$ cat src/rtl/dram_port_arbiter.sv
// dram_port_arbiter: shares one DRAM command/data port between NR merge-tree
// readers and a single result writer. One transaction at a time; the owner
// gets a grant pulse, its data strobes routed through, and a done pulse.
`ifndef DRAM_REQ_READ
`define DRAM_REQ_READ  2'b01
`endif
`ifndef DRAM_REQ_WRITE
`define DRAM_REQ_WRITE 2'b10
`endif

module dram_port_arbiter #(
    parameter int NR   = 4,
    parameter int ADRW = 32,
    parameter int BLKW = 32
) (
    input  logic                 CLK,
    input  logic                 RST,
    input  logic [NR-1:0]        R_REQ,
    input  logic [NR*ADRW-1:0]   R_ADR,
    input  logic [NR*BLKW-1:0]   R_BLK,
    output logic [NR-1:0]        R_GNT,
    output logic [NR-1:0]        R_DEN,
    output logic [NR-1:0]        R_DONE,
    input  logic                 W_REQ,
    input  logic [ADRW-1:0]      W_ADR,
    input  logic [BLKW-1:0]      W_BLK,
    output logic                 W_GNT,
    output logic                 W_DEQ,
    output logic                 W_DONE,
    input  logic                 D_BUSY,
    input  logic                 D_W,
    input  logic                 D_DOUTEN,
    output logic [1:0]           D_REQ,
    output logic [ADRW-1:0]      D_INITADR,
    output logic [BLKW-1:0]      D_BLOCKS,
    output logic                 BUSY,
    output logic                 ERR
);
    localparam int IW = $clog2(NR);

    typedef enum logic [1:0] {S_IDLE, S_ISSUE, S_XFER, S_ZERO} state_t;

    state_t          state_q, state_d;
    logic [IW-1:0]   ptr_q, ptr_d;
    logic [IW-1:0]   own_q, own_d;
    logic            wr_q, wr_d;
    logic            last_w_q, last_w_d;
    logic [ADRW-1:0] adr_q, adr_d;
    logic [BLKW-1:0] blk_q, blk_d;
    logic [BLKW-1:0] cnt_q, cnt_d;
    logic [NR-1:0]   rdone_q, rdone_d;
    logic            wdone_q, wdone_d;
    logic            err_q, err_d;

    logic [NR-1:0]   own_oh;
    logic            idle, own_ev, over, route, bad_dir, fin, gnt_cyc;
    logic [BLKW-1:0] cnt_inc;
    logic            rd_hit;
    logic [IW-1:0]   rd_sel, cand;

    // Round-robin search over readers, starting one past the last granted index.
    always_comb begin
        rd_hit = 1'b0;
        rd_sel = '0;
        cand   = '0;
        for (int k = 1; k <= NR; k++) begin
            cand = IW'((int'(ptr_q) + k) % NR);
            if (!rd_hit && R_REQ[cand]) begin
                rd_hit = 1'b1;
                rd_sel = cand;
            end
        end
    end

    // Data-strobe decode: which events belong to the owner, which are violations.
    // Owner events are accepted from ISSUE onward so an early strobe is not lost.
    always_comb begin
        idle    = (state_q == S_IDLE);
        own_oh  = NR'(1) << own_q;
        bad_dir = (D_DOUTEN && (idle || wr_q)) || (D_W && (idle || !wr_q));
        own_ev  = !idle && (wr_q ? D_W : D_DOUTEN);
        over    = own_ev && (cnt_q >= blk_q);
        route   = own_ev && !over;
        cnt_inc = cnt_q + BLKW'(route);
        fin     = (state_q == S_XFER) && (cnt_inc == blk_q) && !D_BUSY;
    end

    // Next-state logic; writer wins unless it just had the port and a reader waits.
    always_comb begin
        state_d  = state_q;
        ptr_d    = ptr_q;
        own_d    = own_q;
        wr_d     = wr_q;
        last_w_d = last_w_q;
        adr_d    = adr_q;
        blk_d    = blk_q;
        cnt_d    = cnt_q;
        rdone_d  = '0;
        wdone_d  = 1'b0;
        err_d    = err_q | bad_dir | over;
        case (state_q)
            S_IDLE: begin
                if (!D_BUSY && (W_REQ || rd_hit)) begin
                    cnt_d = '0;
                    if (W_REQ && !(last_w_q && rd_hit)) begin
                        wr_d     = 1'b1;
                        last_w_d = 1'b1;
                        own_d    = '0;
                        adr_d    = W_ADR;
                        blk_d    = W_BLK;
                    end else begin
                        wr_d     = 1'b0;
                        last_w_d = 1'b0;
                        own_d    = rd_sel;
                        ptr_d    = rd_sel;
                        adr_d    = R_ADR[rd_sel*ADRW +: ADRW];
                        blk_d    = R_BLK[rd_sel*BLKW +: BLKW];
                    end
                    state_d = (blk_d == '0) ? S_ZERO : S_ISSUE;
                end
            end
            S_ISSUE: begin
                cnt_d   = cnt_inc;
                state_d = S_XFER;
            end
            S_XFER: begin
                cnt_d = cnt_inc;
                if (fin) begin
                    state_d = S_IDLE;
                    rdone_d = wr_q ? '0 : own_oh;
                    wdone_d = wr_q;
                end
            end
            S_ZERO: begin
                state_d = S_IDLE;
                rdone_d = wr_q ? '0 : own_oh;
                wdone_d = wr_q;
            end
            default: state_d = S_IDLE;
        endcase
    end

    // State and transaction registers; reset drops any transaction in flight.
    always_ff @(posedge CLK) begin
        if (RST) begin
            state_q  <= S_IDLE;
            ptr_q    <= IW'(NR - 1);
            own_q    <= '0;
            wr_q     <= 1'b0;
            last_w_q <= 1'b0;
            adr_q    <= '0;
            blk_q    <= '0;
            cnt_q    <= '0;
            rdone_q  <= '0;
            wdone_q  <= 1'b0;
            err_q    <= 1'b0;
        end else begin
            state_q  <= state_d;
            ptr_q    <= ptr_d;
            own_q    <= own_d;
            wr_q     <= wr_d;
            last_w_q <= last_w_d;
            adr_q    <= adr_d;
            blk_q    <= blk_d;
            cnt_q    <= cnt_d;
            rdone_q  <= rdone_d;
            wdone_q  <= wdone_d;
            err_q    <= err_d;
        end
    end

    // Output decode: grant in the first busy cycle, command only when blocks > 0.
    always_comb begin
        gnt_cyc   = (state_q == S_ISSUE) || (state_q == S_ZERO);
        R_GNT     = (gnt_cyc && !wr_q) ? own_oh : '0;
        W_GNT     = gnt_cyc && wr_q;
        R_DEN     = (route && !wr_q) ? own_oh : '0;
        W_DEQ     = route && wr_q;
        R_DONE    = rdone_q;
        W_DONE    = wdone_q;
        D_REQ     = (state_q == S_ISSUE) ? (wr_q ? `DRAM_REQ_WRITE : `DRAM_REQ_READ) : 2'b00;
        D_INITADR = (state_q == S_ISSUE || state_q == S_XFER) ? adr_q : '0;
        D_BLOCKS  = (state_q == S_ISSUE || state_q == S_XFER) ? blk_q : '0;
        BUSY      = !idle;
        ERR       = err_q;
    end

endmodule
$ cat config.mk
export PLATFORM = sky130hd
export DESIGN_NAME = dram_port_arbiter
export DESIGN_NICKNAME = d
export VERILOG_FILES = /design/src/rtl/dram_port_arbiter.sv
export SDC_FILE = /design/constraint.sdc
export NUM_CORES = 1
export LEC_CHECK = 0
export BUFFER_PORTS_ARGS = -buffer_cell sky130_fd_sc_hd__buf_2
export CAP_MARGIN = 20
export CORE_AREA = 2 2 162 164
export CTS_CLUSTER_DIAMETER = 50
export DETAILED_ROUTE_END_ITERATION = 10
export DIE_AREA = 0 0 164 166
export GPL_ROUTABILITY_DRIVEN = 0
export GPL_TIMING_DRIVEN = 1
export HOLD_SLACK_MARGIN = 0.03
export PLACE_DENSITY = 0.65
export SLEW_MARGIN = 20
export SYNTH_ARGS = -nofsm -noshare
export SYNTH_HDL_FRONTEND = slang
export SYNTH_SLANG_ARGS = --single-unit
$ cat constraint.sdc
create_clock -name CLK -period 5.65 [get_ports CLK]
set_input_delay 1.13 -clock CLK [delete_from_list [all_inputs] [get_ports CLK]]
set_output_delay 1.13 -clock CLK [all_outputs]
set_load 0.05 [all_outputs]
==> reports/metrics.csv, run 1 <==
metric;value;unit
DR WL/cell;19.7;um
total grt overflow;0;
Synth cell types;66;
CP required;5.93;ns
FILL cells;2745;
# hold bufs at CTS;0;
layout cells sized above 1;0.273;
1st-pass router iterations;6;
total power;4.65;mW
Hold Crit Start;adr_q[31]$_SDFFE_PP0P_;
final wirelength;42600;um
VDD IR max;0.220;mV
drc violations;0;
Core Box Area;25600;um^2
Synth Net Count;1835;
pin count of the biggest net entering global routing;65;
Yosys top cell by area;dfxtp_1;
Leak;5.67;nW
Max Cap Viol;0;
Slew @ Worst Pin;0.935;ns
Final min period;5.40;ns
top cells by area, synth;dfxtp_1 (23%), nand2_1 (13%), nand3_1 (8.8%), nor2_1 (6.0%), ha_1 (5.0%);
clock slew at reported path FFs;0.08;ns
Worst Hold Class;register to register;
initial antenna violation count;19;
critical path startpoint;blk_q[17]$_SDFFE_PP0P_;
Worst Path Max Fanout;14;
P&R area growth vs syn;28.2;%
CP Data Arrival Time;5.68;ns
leading register cell type out of synthesis;dfxtp_1;
CP endpoint kind;register;
row count;59;
vias per inst;5.71;
I/O Pins;413;
Max Root-Sink Buffers;2;
most numerous cell in the Yosys netlist;nand2_1;
Max Clk Rate;185;MHz
GR Util All Layers;0.303;
Post-Synthesis Cell Area;9460;um^2
crit start category;register;
Yosys top cell area share;0.231;
Skew-Pair Late Insertion Delay;0.37;ns
antenna-violating nets left;0;
drt first-iter violations;1351;
setup violators final;0;
final cycle utilization of the critical path;0.956;
R2R setup slack;0.25;ns
clk sinks;109;
Clock Skews;0.0142;ns
Inserted Clock Buffers;9;
Setup TNS Final;0;ns
die area;27200;um^2
Die Wd;164;um
Post-synth top cells;nand2_1 (339), nand3_1 (167), nor2_1 (152);
Slew HR;0.377;
Power Density;383;nW/um^2
worst r2r src;blk_q[17]$_SDFFE_PP0P_;
total number of vias;12400;
Max Slew Vio Count;0;
die height;166;um
TritonCTS clock tree;built;
#FFs+latches synth;109;
asr flop ratio synth;0;
Yosys Warn Count;0;
outcome;finished, final reports clean;
critical path class;register to register;
nets;2174;
register area share after synthesis;0.231;
Final Hold Viols;0;
Initial Util;0.369;
HPWL Detailed;33400;um
H-tree levels;3;
syn avg cell area;6.45;um^2
first-pass GRT wire length;64200;um
CTS root buf;clkbuf_16;
Post-synth EDFFs;0;
vias in the first global route;11100;
Gate Count Post-Synth;1467;
RSZ-0062 raised after global routing;no;
I/O Buffers;412;
-- registers in the layout, indices dropped and copies added (netlist names) --
name,count
ERR,1
R_DONE,4
W_DONE,1
adr_q,32
blk_q,32
cnt_q,32
last_w_q,1
own_q,2
ptr_q,2
state_q,2
-- repair_timing --
action / 4_1_cts / 5_1_grt
setup endpoints to repair: 0 / 6
buffers inserted: 0 / 2
gates resized for setup: 0 / 4
-- final cells by class --
type	instances	area [um^2]	area share
clock inverter	6	45.0	0.00371
tap	335	419	0.0345
clock buffer	10	239	0.0197
antenna	18	45.0	0.00371
inverter	41	154	0.0127
sequential	109	2180	0.180
multi-input combinational	1202	6750	0.556
timing repair buffer	443	2300	0.189
-- report_power, final --
| part | internal (mW) | switching, mW | total (mW) |
|---|---|---|---|
| clock | 0.316 | 0.329 | 0.645 |
| sequential | 0.922 | 0.122 | 1.04 |
| combinational | 0.840 | 2.12 | 2.96 |
-- final timing paths --
path	to	cells after the start
setup / recovery	R_DONE[0]$_SDFF_PP0_	22
hold / removal	adr_q[31]$_SDFFE_PP0P_	2
setup reg to reg	R_DONE[0]$_SDFF_PP0_	22
hold reg to reg	adr_q[31]$_SDFFE_PP0P_	2
-- stage by stage --
stage / setup slack, ns / area [um^2] / util / std cells / hold slack [ns]
after floorplan: 0.698 / 9460 / - / 1467 / 0.457
after global placement: 0.332 / 11800 / 0.460 / 2128 / 0.469
after detailed placement: 0.211 / 11800 / 0.460 / 2128 / 0.483
after CTS: 0.165 / 12100 / 0.471 / 2144 / 0.497
after global routing: 0.0403 / 12100 / 0.473 / 2161 / 0.510
final: 0.250 / 12100 / 0.474 / 2164 / 0.495
-- layer usage --
metal | part of all wire | GRT usage | routed length (um) | vias to the layer above
li1 | - | - | - | 5883
met3 | 0.093 | 0.0619 | 3960 | 71
met5 | 0.00031 | 0 | 13 | -
met1 | 0.41 | 0.405 | 17400 | 5749
met4 | 0.028 | 0.107 | 1180 | 2
met2 | 0.47 | 0.480 | 20100 | 654
-- kinds of logic (layout without fill, tap and decap cells) --
kind of cell,Yosys count,after routing,synth area share
compound gates,269,269,0.195
mux,7,7,0.00754
xor+xnor,37,37,0.0342
other cells,0,18,0
flops,109,109,0.231
fa+ha+maj,38,38,0.0502
simple gates,851,851,0.419
buf+inv,156,500,0.0631
-- cells in the final DEF (no fill, tap or decap), drive strengths merged, types with 5 or more instances in the layout --
cell    count
nor3       26
and2       37
and3       37
ha         38
a31oi      33
mux2i       6
xor2       11
a21o       14
inv        43
clkbuf     10
diode      18
nor4       15
a211oi     37
or4         7
buf       443
a21oi      56
a311oi     46
or3         8
o21ai      39
nand2     339
nand2b     11
nand4      28
dfxtp     109
xnor2      26
nand3     169
nor2      152
a22oi       5
-- worst max-delay path, cell delays in order (launching register included) --
cell	delay, ns
dfxtp_2	0.35
inv_1	0.06
ha_1	0.33
a21o_1	0.18
a21o_1	0.17
a21oi_1	0.19
o21ai_0	0.16
a31o_2	0.28
a211oi_1	0.23
nand3_1	0.16
nor2_1	0.12
ha_2	0.21
ha_2	0.23
nand3_2	0.14
or4_4	0.58
buf_4	0.20
or3_1	0.38
a211oi_1	0.25
nand4_1	0.19
nor4_4	0.37
a21oi_1	0.14
or2_4	0.29
nor4_4	0.12
(Power assumes the default switching activity.)
==> run 2: changes to the inputs <==
CORE_AREA = not set   (was 2 2 162 164)
CORE_ASPECT_RATIO = 0.8   (was not set)
CORE_MARGIN = 2   (was not set)
CORE_UTILIZATION = 40   (was not set)
DIE_AREA = not set   (was 0 0 164 166)
PLACE_DENSITY = 0.69   (was 0.65)
==> reports/metrics.csv, run 2 (same netlist as run 1, synthesis figures left out) <==
metric;value;unit;change
placed cells;2104;;-1.1%
worst r2r src;blk_q[17]$_SDFFE_PP0P_;;
antenna-violating nets left;0;;unchanged
CTS root buf;clkbuf_16;;
clock slew at reported path FFs;0.08;ns;about the same
Initial Util;0.406;;+0.0361
nets;2174;;unchanged
Core Box Area;23300;um^2;-8.9%
Leak;5.68;nW;+0.23%
TritonCTS clock tree;built;;
row count;50;;-15%
die area;24900;um^2;-8.5%
Max Cap Viol;0;;unchanged
Power Density;387;nW/um^2;+0.97%
Max Root-Sink Buffers;2;;unchanged
P&R area growth vs syn;28.4;%;
Slew HR;0.351;;-0.0252
outcome;finished, final reports clean;;
initial antenna violation count;12;;-7
R2R depth;22;;unchanged
HPWL Detailed;31800;um;-4.8%
drt first-iter violations;1310;;-3.0%
1st-pass router iterations;5;;-1
CP Data Arrival Time;5.61;ns;-0.07 ns
I/O Buffers;412;;unchanged
worst hold stages;2;;unchanged
Die Wd;176;um;+7.3%
CP required;5.93;ns;about the same
GR Util All Layers;0.312;;+0.00964
Slew @ Worst Pin;0.973;ns;+0.0378 ns
Worst Hold Class;register to register;;
drc violations;0;;unchanged
commonest non-fill, non-tap cell in the layout;buf_2;;
total number of vias;12200;;-1.5%
CP endpoint kind;register;;
FILL cells;2389;;-13%
Final min period;5.33;ns;-0.0700 ns
R2R setup slack;0.32;ns;+0.07 ns
commonest cells after routing, fill and taps aside;buf_2 (411), nand2_1 (338), nand3_1 (166);;
crit start category;register;;
pre-CTS setup slack;0.140;ns;-0.0707 ns
Hold Crit Start;blk_q[14]$_SDFFE_PP0P_;;
final wirelength;40800;um;-4.2%
vias in the first global route;11000;;-1.2%
clk sinks;109;;unchanged
Max Slew Vio Count;0;;unchanged
non-filler instance count after layout;2134;;-1.4%
die height;142;um;-15%
total grt overflow;0;;unchanged
largest registers;adr_q: 32 flops, blk_q: 32 flops, cnt_q: 32 flops;;
vias per inst;5.70;;-0.14%
I/O Pins;413;;unchanged
Hold Crit Endpoint;blk_q[14]$_SDFFE_PP0P_;;
Final Hold Viols;0;;unchanged
critical path class;register to register;;
worst setup margin;0.320;ns;+0.0700 ns
pin count of the biggest net entering global routing;117;;+80%
final cycle utilization of the critical path;0.943;;-0.0124
Util after Layout;0.521;;+0.0470
H-tree levels;3;;unchanged
Skew-Pair Late Insertion Delay;0.37;ns;about the same
Inserted Clock Buffers;9;;unchanged
RSZ-0062 raised after global routing;no;;
Worst Path Max Fanout;6;;-8
Clock Skews;0.0110;ns;-0.00323 ns
# hold bufs at CTS;0;;unchanged
DR WL/cell;19.1;um;-2.9%
total power;4.70;mW;+1.1%
Max Clk Rate;188;MHz;+1.3%
first-pass GRT wire length;60700;um;-5.5%
setup violators final;0;;unchanged
RR Endpoint;R_DONE[0]$_SDFF_PP0_;;
VDD IR max;0.205;mV;-7.0%
layout cells sized above 1;0.272;;-0.000552
Setup TNS Final;0;ns;unchanged
[run 2: timing repair]
action / in CTS / in global routing
resized for setup: 0 / 7
hold endpoints to repair: 0 / 0
buffers inserted: 0 / 2
setup endpoints to repair: 0 / 7
[run 2: critical path: stages (launching register included)]
cell and delay [ns]:
dfxtp_2 0.35, inv_1 0.06, ha_1 0.33, a21o_1 0.19, a21o_1 0.17, a21oi_1 0.16
o21ai_0 0.13, a31o_2 0.27, a211oi_2 0.21, nand3_1 0.15, nor2_1 0.13, ha_2 0.23
ha_4 0.17, nand3_2 0.12, or4_4 0.57, or4_4 0.57, a221oi_4 0.27, nand4_2 0.16
nor4_4 0.29, buf_4 0.19, a21oi_1 0.09, or2_4 0.30, nor4_4 0.13
[run 2: routing by layer]
metal | track usage | wire length [um]
met5 | 0 | 0
met3 | 0.0820 | 3930
met4 | 0.109 | 1130
met1 | 0.429 | 17600
met2 | 0.472 | 18100
[run 2: final cells by class]
type / count / area [um^2] / share of cell area
diodes: 11 / 27.5 / 0.00227
clock buffers: 9 / 225 / 0.0185
clock inverters: 7 / 78.8 / 0.00649
inverters: 41 / 154 / 0.0127
multi-input cells: 1202 / 6770 / 0.558
flip-flops and latches: 109 / 2180 / 0.180
well taps: 312 / 390 / 0.0321
repair buffers: 443 / 2320 / 0.191
[run 2: worst max path at each step]
stage	startpoint	end	slack [ns]
final	blk_q[17]$_SDFFE_PP0P_	R_DONE[0]$_SDFF_PP0_	0.32
after detailed placement	blk_q[17]$_SDFFE_PP0P_	R_DONE[0]$_SDFF_PP0_	0.14
after CTS	blk_q[17]$_SDFFE_PP0P_	R_DONE[0]$_SDFF_PP0_	0.1
after global routing	blk_q[17]$_SDFFE_PP0P_	state_q[0]$_SDFFE_PP0P_	0.05
after floorplan	blk_q[17]$_SDFFE_PP0P_	R_DONE[0]$_SDFF_PP0_	0.70
after global placement	blk_q[17]$_SDFFE_PP0P_	R_DONE[0]$_SDFF_PP0_	0.28
[run 2: per-stage QoR]
stage	hold WS, ns	instance area, um^2
finish	0.486	12200
global route	0.505	12200
CTS	0.485	12100
detailed placement	0.476	11800
global placement	0.475	11800
floorplan	0.457	9460
[run 2: report_power, final]
group / leakage (nW) / switching, mW / internal (mW)
Clock: 0.151 / 0.330 / 0.351
Sequential: 0.893 / 0.138 / 0.922
Combinational: 4.64 / 2.10 / 0.867
Total: 5.68 / 2.57 / 2.14
==> run 3: changes to the inputs <==
==> constraint.sdc (replaced) <==
create_clock -name CLK -period 5.65 [get_ports CLK]
set_input_delay 0.8475 -clock CLK [delete_from_list [all_inputs] [get_ports CLK]]
set_output_delay 0.8475 -clock CLK [all_outputs]
set_load 0.05 [all_outputs]
==> reports/metrics.csv, run 3 (same netlist as run 1, synthesis figures left out) <==
metric;value;unit;change
Slew HR;0.238;;-0.113
initial antenna violation count;11;;-1
Clock Skews;0.0143;ns;+0.00330 ns
antenna-violating nets left;0;;unchanged
clk sinks;109;;unchanged
CP required;5.93;ns;about the same
row count;50;;unchanged
Worst Path Max Fanout;6;;unchanged
GR Util All Layers;0.310;;-0.00258
cell family with most CP delay;simple AND/OR/NAND/NOR gates;;
Max Cap Viol;0;;unchanged
Final min period;5.35;ns;+0.0212 ns
R2R depth;21;;-4.5%
Leak;5.66;nW;-0.36%
drc violations;0;;unchanged
drt first-iter violations;1472;;+12%
pre-CTS setup slack;0.220;ns;+0.0801 ns
Max Clk Rate;187;MHz;-0.40%
final wirelength;40800;um;about the same
total number of vias;12100;;-0.21%
vias in the first global route;10700;;-2.8%
Worst Hold Class;register to register;;
Max Slew Vio Count;0;;unchanged
1st-pass router iterations;6;;+1
P&R area growth vs syn;27.9;%;
TritonCTS clock tree;built;;
slowest cell delay on critical path;0.58;ns;about the same
Die Wd;176;um;unchanged
Final Hold Viols;0;;unchanged
CP cell instances;inv_1 -> ha_1 -> a21o_1 -> a21o_1 -> a21oi_1 -> o21ai_1 -> a31o_2 -> a211oi_1 -> nand3_1 -> nor2_1 -> ha_2 -> ha_4 -> nand3_2 -> or4_4 -> or4_4 -> a221oi_4 -> nand4_2 -> nor4_4 -> a21oi_1 -> or2_4 -> nor4_4;;
Setup TNS Final;0;ns;unchanged
outcome;finished, final reports clean;;
HPWL Detailed;31800;um;+0.16%
Power Density;390;nW/um^2;+0.74%
vias per inst;5.71;;+0.17%
commonest non-fill, non-tap cell in the layout;buf_2;;
nets;2168;;-0.28%
critical path class;register to register;;
placed instance area;11700;um^2;-0.43%
Core Box Area;23300;um^2;unchanged
commonest cells after routing, fill and taps aside;buf_2 (411), nand2_1 (338), nand3_1 (166);;
largest registers;adr_q: 32 flops, blk_q: 32 flops, cnt_q: 32 flops;;
total grt overflow;0;;unchanged
I/O Buffers;412;;unchanged
layout cells sized above 1;0.270;;-0.00242
CTS root buf;clkbuf_16;;
die area;24900;um^2;unchanged
Skew-Pair Late Insertion Delay;0.37;ns;about the same
CP Data Arrival Time;5.64;ns;+0.03 ns
worst setup margin;0.299;ns;-0.0212 ns
crit start category;register;;
Initial Util;0.406;;unchanged
H-tree levels;3;;unchanged
Worst path depth;21;;-4.5%
CP endpoint kind;register;;
Max Root-Sink Buffers;2;;unchanged
Slew @ Worst Pin;1.14;ns;+0.167 ns
Crit path buffers/inverters;1;;-1
Util after Layout;0.519;;-0.00204
worst hold stages;2;;unchanged
final instance area;12100;um^2;-0.39%
pin count of the biggest net entering global routing;70;;-40%
die height;142;um;unchanged
RSZ-0062 raised after global routing;no;;
first-pass GRT wire length;60100;um;-0.88%
VDD IR max;0.234;mV;+14%
setup violators final;0;;unchanged
clock slew at reported path FFs;0.08;ns;about the same
I/O Pins;413;;unchanged
CP max stage cell;or4_4;;
DR WL/cell;19.2;um;+0.34%
final cycle utilization of the critical path;0.947;;+0.00376
Inserted Clock Buffers;9;;unchanged
-- run 3: what timing repair did --
action	4_1_cts	5_1_grt
setup endpoints to repair	0	7
buffers inserted	0	2
hold buffers	0	0
gates resized for setup	0	10
-- run 3: worst register-to-register path: stages (launching register included) --
cell and delay [ns]:
dfxtp_2 0.36, inv_1 0.06, ha_1 0.33, a21o_1 0.19, a21o_1 0.17, a21oi_1 0.18, o21ai_1 0.10, a31o_2 0.27
a211oi_1 0.25, nand3_1 0.15, nor2_1 0.12, ha_2 0.23, ha_4 0.17, nand3_2 0.13, or4_4 0.58, or4_4 0.56
a221oi_4 0.27, nand4_2 0.14, nor4_4 0.45, a21oi_1 0.15, or2_4 0.30, nor4_4 0.12
-- run 3: path summary, 6_finish.rpt --
path,startpoint,end,slack [ns]
worst max-delay path,blk_q[17]$_SDFFE_PP0P_,R_DONE[0]$_SDFF_PP0_,0.30
worst min-delay path,blk_q[24]$_SDFFE_PP0P_,blk_q[24]$_SDFFE_PP0P_,0.49
worst max register to register,blk_q[17]$_SDFFE_PP0P_,R_DONE[0]$_SDFF_PP0_,0.30
worst min register to register,blk_q[24]$_SDFFE_PP0P_,blk_q[24]$_SDFFE_PP0P_,0.49
-- run 3: area by class of cell --
type	instances	area (um^2)
diodes	9	22.5
flip-flops and latches	109	2180
inverters	41	154
clock inverters	7	104
clock buffers	9	225
repair buffers	437	2250
multi-input cells	1202	6770
fillers	2436	11200
well taps	312	390
-- run 3: through the flow --
step,instances,hold WS [ns],power (mW)
2_1_floorplan,1467,0.457,3.07
3_3_place_gp,2099,0.476,3.91
3_5_place_dp,2099,0.482,3.93
4_1_cts,2115,0.493,4.66
5_1_grt,2126,0.508,5.00
6_report,2126,0.492,4.72
-- run 3: where the power goes --
group          internal [mW]  total [mW]  switching, mW
Sequential             0.922        1.05          0.127
Clock                  0.397       0.727          0.330
Combinational          0.840        2.95           2.11
-- run 3: per-layer routing --
| layer | GRT usage | share of wire | vias up |
|---|---|---|---|
| li1 | - | - | 5860 |
| met3 | 0.0769 | 0.11 | 81 |
| met1 | 0.434 | 0.42 | 5577 |
| met5 | 0 | 0.00032 | - |
| met2 | 0.462 | 0.44 | 625 |
| met4 | 0.106 | 0.030 | 2 |
